`config.mk`:
```
export PLATFORM = sky130hd
export DESIGN_NAME = uart_fifo_tx
export DESIGN_NICKNAME = d
export VERILOG_FILES = /design/src/rtl/uart_fifo_tx.sv
export SDC_FILE = /design/constraint.sdc
export NUM_CORES = 1
export LEC_CHECK = 0
export CORE_MARGIN = 4
export CORE_UTILIZATION = 40
export DETAILED_ROUTE_END_ITERATION = 16
export MAX_ROUTING_LAYER = met4
export RECOVER_POWER = 50
export SLEW_MARGIN = 15
export SYNTH_ARGS = -nofsm -noshare
export SYNTH_HDL_FRONTEND = slang
export SYNTH_SLANG_ARGS = --single-unit
```
`constraint.sdc`:
```
create_clock -name clk_50m -period 2.7 [get_ports clk_50m]
set_clock_uncertainty 0.05 [all_clocks]
set_input_delay 0.675 -clock clk_50m [delete_from_list [all_inputs] [get_ports clk_50m]]
set_output_delay 0.675 -clock clk_50m [all_outputs]
set_load 0.01 [all_outputs]
```
`src/rtl/uart_fifo_tx.sv`:
```
// UART transmit channel: generic FIFO feeding a start/data/parity/stop serialiser.
// Latency: a word written into an empty FIFO drives its start bit 2 clocks later.
// Backpressure: writes are refused while full is high and set the sticky overflow flag.

// Generic synchronous FIFO with registered occupancy and full/empty flags.
// Latency: a pushed word is visible at the head (empty low) on the next clock.
// Backpressure: push is ignored while full; pop is ignored while empty.
module uart_fifo_tx_fifo #(
  parameter int W     = 8,
  parameter int DEPTH = 16,
  parameter int AW    = $clog2(DEPTH)
) (
  input  logic          clk,
  input  logic          rst_n,
  input  logic          push,
  input  logic [W-1:0]  push_dat,
  input  logic          pop,
  output logic [W-1:0]  head_dat,
  output logic [AW:0]   used,
  output logic          full,
  output logic          empty
);

  localparam logic [AW:0] FULL_CNT = (AW+1)'(DEPTH);

  logic [W-1:0]  mem [DEPTH];
  logic [AW-1:0] wr_ptr;
  logic [AW-1:0] rd_ptr;
  logic [AW:0]   used_nxt;
  logic          do_push;
  logic          do_pop;

  // Qualify requests against the registered flags only, so a same-cycle pop
  // never makes room for a write.
  assign do_push  = push && !full;
  assign do_pop   = pop && !empty;
  assign head_dat = mem[rd_ptr];

  // Occupancy for the next cycle; push and pop together cancel out.
  always_comb begin
    used_nxt = used;
    case ({do_push, do_pop})
      2'b10:   used_nxt = used + 1'b1;
      2'b01:   used_nxt = used - 1'b1;
      default: used_nxt = used;
    endcase
  end

  // Storage array; contents need no reset since occupancy gates every read.
  always_ff @(posedge clk) begin
    if (do_push) begin
      mem[wr_ptr] <= push_dat;
    end
  end

  // Pointers wrap naturally at the power-of-two depth; flags come from the count.
  always_ff @(posedge clk or negedge rst_n) begin
    if (!rst_n) begin
      wr_ptr <= '0;
      rd_ptr <= '0;
      used   <= '0;
      full   <= 1'b0;
      empty  <= 1'b1;
    end else begin
      if (do_push) begin
        wr_ptr <= wr_ptr + 1'b1;
      end
      if (do_pop) begin
        rd_ptr <= rd_ptr + 1'b1;
      end
      used  <= used_nxt;
      full  <= (used_nxt == FULL_CNT);
      empty <= (used_nxt == '0);
    end
  end

endmodule

// UART transmitter with integrated FIFO, baud divider and optional parity.
// Latency: start bit begins 1 clock after the pop from IDLE; 1 idle clock between frames.
// Backpressure: wr_en is dropped while full (overflow sets); tx_enable=0 holds new frames.
module uart_fifo_tx #(
  parameter int CLK_HZ     = 50000000,
  parameter int BAUD       = 115200,
  parameter int DATA_BITS  = 8,
  parameter int FIFO_DEPTH = 16,
  parameter int PARITY     = 0,
  parameter int STOP_BITS  = 1,
  parameter int AW         = $clog2(FIFO_DEPTH)
) (
  input  logic                 clk_50m,
  input  logic                 reset_n,
  input  logic [DATA_BITS-1:0] wr_data,
  input  logic                 wr_en,
  input  logic                 tx_enable,
  input  logic                 clr_ovf,
  output logic                 full,
  output logic                 empty,
  output logic [AW:0]          used_words,
  output logic                 overflow,
  output logic                 tx,
  output logic                 tx_busy
);

  localparam int DIV   = (CLK_HZ + BAUD / 2) / BAUD;
  localparam int CNT_W = (DIV > 2) ? $clog2(DIV) : 1;

  localparam logic [CNT_W-1:0] DIV_LAST  = CNT_W'(DIV - 1);
  localparam logic [2:0]       DATA_LAST = 3'(DATA_BITS - 1);
  localparam logic [2:0]       STOP_LAST = 3'(STOP_BITS - 1);

  typedef enum logic [2:0] {
    S_IDLE   = 3'd0,
    S_START  = 3'd1,
    S_DATA   = 3'd2,
    S_PARITY = 3'd3,
    S_STOP   = 3'd4
  } state_t;

  state_t               state;
  state_t               state_nxt;
  logic [CNT_W-1:0]     baud_cnt;
  logic [CNT_W-1:0]     baud_cnt_nxt;
  logic [2:0]           bit_cnt;
  logic [2:0]           bit_cnt_nxt;
  logic [DATA_BITS-1:0] shreg;
  logic [DATA_BITS-1:0] shreg_nxt;
  logic                 par_bit;
  logic                 par_bit_nxt;
  logic                 tx_nxt;
  logic                 tx_busy_nxt;
  logic                 pop;
  logic                 bit_end;
  logic [DATA_BITS-1:0] head_dat;

  uart_fifo_tx_fifo #(
    .W     (DATA_BITS),
    .DEPTH (FIFO_DEPTH),
    .AW    (AW)
  ) u_fifo (
    .clk      (clk_50m),
    .rst_n    (reset_n),
    .push     (wr_en),
    .push_dat (wr_data),
    .pop      (pop),
    .head_dat (head_dat),
    .used     (used_words),
    .full     (full),
    .empty    (empty)
  );

  assign bit_end = (baud_cnt == DIV_LAST);

  // Sticky overflow: a rejected write wins over a simultaneous clear.
  always_ff @(posedge clk_50m or negedge reset_n) begin
    if (!reset_n) begin
      overflow <= 1'b0;
    end else if (wr_en && full) begin
      overflow <= 1'b1;
    end else if (clr_ovf) begin
      overflow <= 1'b0;
    end
  end

  // Frame sequencer: next state, next line level and datapath updates.
  // tx and tx_busy are computed one cycle ahead so the outputs are flops.
  always_comb begin
    state_nxt    = state;
    baud_cnt_nxt = baud_cnt;
    bit_cnt_nxt  = bit_cnt;
    shreg_nxt    = shreg;
    par_bit_nxt  = par_bit;
    tx_nxt       = tx;
    tx_busy_nxt  = tx_busy;
    pop          = 1'b0;

    case (state)
      S_IDLE: begin
        tx_nxt       = 1'b1;
        tx_busy_nxt  = 1'b0;
        baud_cnt_nxt = '0;
        if (tx_enable && !empty) begin
          pop          = 1'b1;
          shreg_nxt    = head_dat;
          par_bit_nxt  = (^head_dat) ^ (PARITY == 1);
          state_nxt    = S_START;
          tx_nxt       = 1'b0;
          tx_busy_nxt  = 1'b1;
        end
      end

      S_START: begin
        if (bit_end) begin
          baud_cnt_nxt = '0;
          bit_cnt_nxt  = '0;
          state_nxt    = S_DATA;
          tx_nxt       = shreg[0];
        end else begin
          baud_cnt_nxt = baud_cnt + 1'b1;
        end
      end

      S_DATA: begin
        if (bit_end) begin
          baud_cnt_nxt = '0;
          if (bit_cnt == DATA_LAST) begin
            bit_cnt_nxt = '0;
            if (PARITY != 0) begin
              state_nxt = S_PARITY;
              tx_nxt    = par_bit;
            end else begin
              state_nxt = S_STOP;
              tx_nxt    = 1'b1;
            end
          end else begin
            bit_cnt_nxt = bit_cnt + 1'b1;
            shreg_nxt   = shreg >> 1;
            tx_nxt      = shreg[1];
          end
        end else begin
          baud_cnt_nxt = baud_cnt + 1'b1;
        end
      end

      S_PARITY: begin
        if (bit_end) begin
          baud_cnt_nxt = '0;
          bit_cnt_nxt  = '0;
          state_nxt    = S_STOP;
          tx_nxt       = 1'b1;
        end else begin
          baud_cnt_nxt = baud_cnt + 1'b1;
        end
      end

      S_STOP: begin
        if (bit_end) begin
          baud_cnt_nxt = '0;
          if (bit_cnt == STOP_LAST) begin
            bit_cnt_nxt = '0;
            state_nxt   = S_IDLE;
            tx_nxt      = 1'b1;
            tx_busy_nxt = 1'b0;
          end else begin
            bit_cnt_nxt = bit_cnt + 1'b1;
          end
        end else begin
          baud_cnt_nxt = baud_cnt + 1'b1;
        end
      end

      default: begin
        state_nxt    = S_IDLE;
        baud_cnt_nxt = '0;
        bit_cnt_nxt  = '0;
        tx_nxt       = 1'b1;
        tx_busy_nxt  = 1'b0;
      end
    endcase
  end

  // Sequencer state and registered line outputs; reset abandons any frame.
  always_ff @(posedge clk_50m or negedge reset_n) begin
    if (!reset_n) begin
      state    <= S_IDLE;
      baud_cnt <= '0;
      bit_cnt  <= '0;
      shreg    <= '0;
      par_bit  <= 1'b0;
      tx       <= 1'b1;
      tx_busy  <= 1'b0;
    end else begin
      state    <= state_nxt;
      baud_cnt <= baud_cnt_nxt;
      bit_cnt  <= bit_cnt_nxt;
      shreg    <= shreg_nxt;
      par_bit  <= par_bit_nxt;
      tx       <= tx_nxt;
      tx_busy  <= tx_busy_nxt;
    end
  end

endmodule
```
==> flow_summary_export.csv <==
group,metric,value,unit
placed_design,dp_hpwl,9490,um
global_routing,met1_usage,19.5,%
clock_network,cts_root_buffer,"clkbuf_16",
power,pwr_density_cell,983,nW/um^2
clock_network,tritoncts,"built",
placed_design,gp_congestion,0.808,
global_routing,globalRouteTotalUtil,15.2,%
final_layout,nNetsFinal,523,
critical_path,cp-start-kind,"input port",
detailed_routing,drtIter0Drc,264,
global_routing,grt_pass1_wl,22400,um
sta,fin_tns_setup,0,ps
status,outcome,"finished with violations",
sta,slew_viol_final,28,
floorplan,die_area,19900,um^2
sta,worst-slew-pin-transition,1510,ps
floorplan,die_y,141,um
critical_path,endpoint_kind,"register",
global_routing,grt_max_degree,28,
clock_network,path_clk_slew,60,ps
logic_synthesis,yosysWarnings,0,
global_routing,antenna_found_initial,0,
logic_synthesis,yosysSeqAreaShare,68.7,%
clock_network,clock_sinks,169,
logic_synthesis,synthArstFlopShare,24.3,%
sta,fin_crit_sh,96.8,%
sta,setup_viol,0,
flow_run,cap_violations,1,
final_layout,drive_above_1_share,24.7,%
sta,rsz0062_at_grt,"yes",
logic_synthesis,syn-num-nets,455,
final_layout,fin_cells,735,
global_routing,grt_pass1_vias,4087,
detailed_routing,vias,3881,
critical_path,cp_max_fo,5,
floorplan,num_io_pins,23,
global_routing,busiest_layer,"met2",
critical_path,worstPathArrival,2890,ps
sta,max_freq,383,MHz
sta,hold_viol,0,
placed_design,numPortBuffers,22,
clock_network,cts_max_level,4,
status,violations,"max-capacitance violations, max-slew violations",
logic_synthesis,ys_ff_latch,169,
global_routing,grtUsageMet3,3.93,%
logic_synthesis,syn_area,7100,um^2
logic_synthesis,ys_types,56,
logic_synthesis,synth-main-ff-cell,"edfxtp_1",
placed_design,dpl.cell_count,701,
global_routing,grt_overflow_total,0,
critical_path,path_class,"in2reg",
global_routing,grt_use_met2,24.2,%
final_layout,diodes,0,
final_layout,most-common-layout-cells,"edfxtp_1, dfrtp_1, mux4_2",
detailed_routing,avgRoutedWirePerCell,18.7,um
power,ir_worst_vdd,0.000602,V
sta,fin_crit,2610,ps
logic_synthesis,synth-edff-count,128,
detailed_routing,ant_nets,0,
floorplan,fp-row-count,48,
floorplan,core,17400,um^2
power,p_leak,3.03,nW
detailed_routing,dr.pass1.iters,4,
clock_network,cts_made_buffers,17,
logic_synthesis,synth_cells,430,
clock_network,insertion_delay,420,ps
floorplan,die_width,141,um
detailed_routing,viasPerCell,5.28,
detailed_routing,drt_wl_total,13800,um
logic_synthesis,syn_area_per_cell,16.5,um^2
floorplan,initial_core_util,40.9,%
critical_path,required,2980,ps
detailed_routing,drc,0,
sta,slew_headroom,-0.569,%
min_path,hp-class,"reg2reg",
final_layout,final_common_cell,"edfxtp_1",
final_layout,area_growth,20.8,%
clock_network,clk_path_buf_depth,2,
==> registers in the layout (all words and copies together), names as in the netlist <==
signal,count
overflow,1
bit_cnt,3
baud_cnt,9
state,3
tx,1
tx_busy,1
u_fifo.full,1
shreg,8
u_fifo.wr_ptr,4
u_fifo.mem,128
u_fifo.used,5
u_fifo.rd_ptr,4
u_fifo.empty,1
==> metal layers <==
metal | vias up | part of all wire, %
li1 | 1801 | -
met1 | 1996 | 44
met2 | 69 | 51
met3 | 15 | 3.8
met4 | 0 | 1.3
met5 | - | 0
==> cell type report <==
class	instances	area, um^2
clock buffer	18	429
inverter	15	56.3
timing repair buffer	65	691
clock inverter	13	143
sequential	169	4870
multi-input combinational	230	2100
fill	1452	8780
tap	225	282
==> Yosys cell counts, types with 3 or more instances <==
cell type / number / area [um^2]
or3_1: 3 / 18.8
inv_1: 14 / 52.6
nor3_1: 8 / 40.0
nand4_1: 3 / 18.8
buf_4: 3 / 22.5
nor2_1: 24 / 90.1
nand3b_1: 4 / 30.0
o22ai_1: 15 / 93.8
buf_2: 6 / 30.0
nand2b_1: 5 / 31.3
nand2_1: 17 / 63.8
ha_1: 12 / 150
xnor2_1: 12 / 105
mux4_2: 33 / 743
dfrtp_1: 39 / 976
o21ai_0: 4 / 20.0
edfxtp_1: 128 / 3840
a21oi_1: 24 / 120
o21ai_1: 3 / 15.0
clkbuf_1: 4 / 15.0
and2_1: 17 / 106
xor2_1: 4 / 35.0
nand3_1: 7 / 35.0
==> cells by family (layout without fill, tap and decap cells) <==
group | Yosys count | after routing | synth area share [%]
XOR/XNOR | 17 | 17 | 2.20
AND/OR/NAND/NOR | 105 | 105 | 8.39
adder cells (fa/ha/maj) | 13 | 13 | 2.26
multiplexers | 34 | 34 | 10.6
buffers and inverters | 31 | 111 | 2.12
flip-flops | 169 | 169 | 68.7
AO/OA/AOI/OAI | 61 | 61 | 5.75
==> through the flow <==
| step | setup slack (ps) | power, mW | hold slack (ps) | cell area [um^2] | utilization, % |
|---|---|---|---|---|---|
| CTS | 58.4 | 8.50 | 242 | 8560 | 49.3 |
| detailed placement | -655 | 6.11 | 435 | 7970 | 45.9 |
| global route | -9.83 | 8.86 | 469 | 8570 | 49.4 |
| finish | 87.2 | 8.42 | 438 | 8570 | 49.4 |
| floorplan | 11.6 | 5.18 | 329 | 7110 | - |
| global placement | -475 | 6.05 | 422 | 7970 | 45.9 |
==> final timing paths <==
check / from / to / slack (ps) / cells past startpoint
max in group asynchronous: reset_n / bit_cnt[0] / 930 / 2
max: wr_en / u_fifo.full / 90 / 12
min reg2reg: baud_cnt[0] / baud_cnt[0] / 440 / 1
min: baud_cnt[0] / baud_cnt[0] / 440 / 1
max reg2reg: u_fifo.empty / u_fifo.full / 250 / 12
min in group asynchronous: reset_n / tx_busy / 560 / 1
==> report_power, final <==
group	switching [mW]	internal, mW
Clock	0.990	1.37
Sequential	0.337	3.23
Combinational	1.19	1.31
Total	2.52	5.91
==> worst max-delay path, cell delays in order <==
cell             delay (ps)
clkdlybuf4s50_1         480
nor2b_4                 150
inv_1                    60
buf_4                   130
ha_1                    200
buf_4                   160
nand3b_1                150
a21oi_1                 210
o311ai_2                140
xor2_1                  180
buf_4                   160
nor4b_2                 190
==> what timing repair did <==
item,CTS,global route
resized for setup,1,4
setup buffers,2,1
setup endpoints to repair,3,3
pin swaps,3,2
hold buffers,0,0
Power figures use the tool's default switching activity.
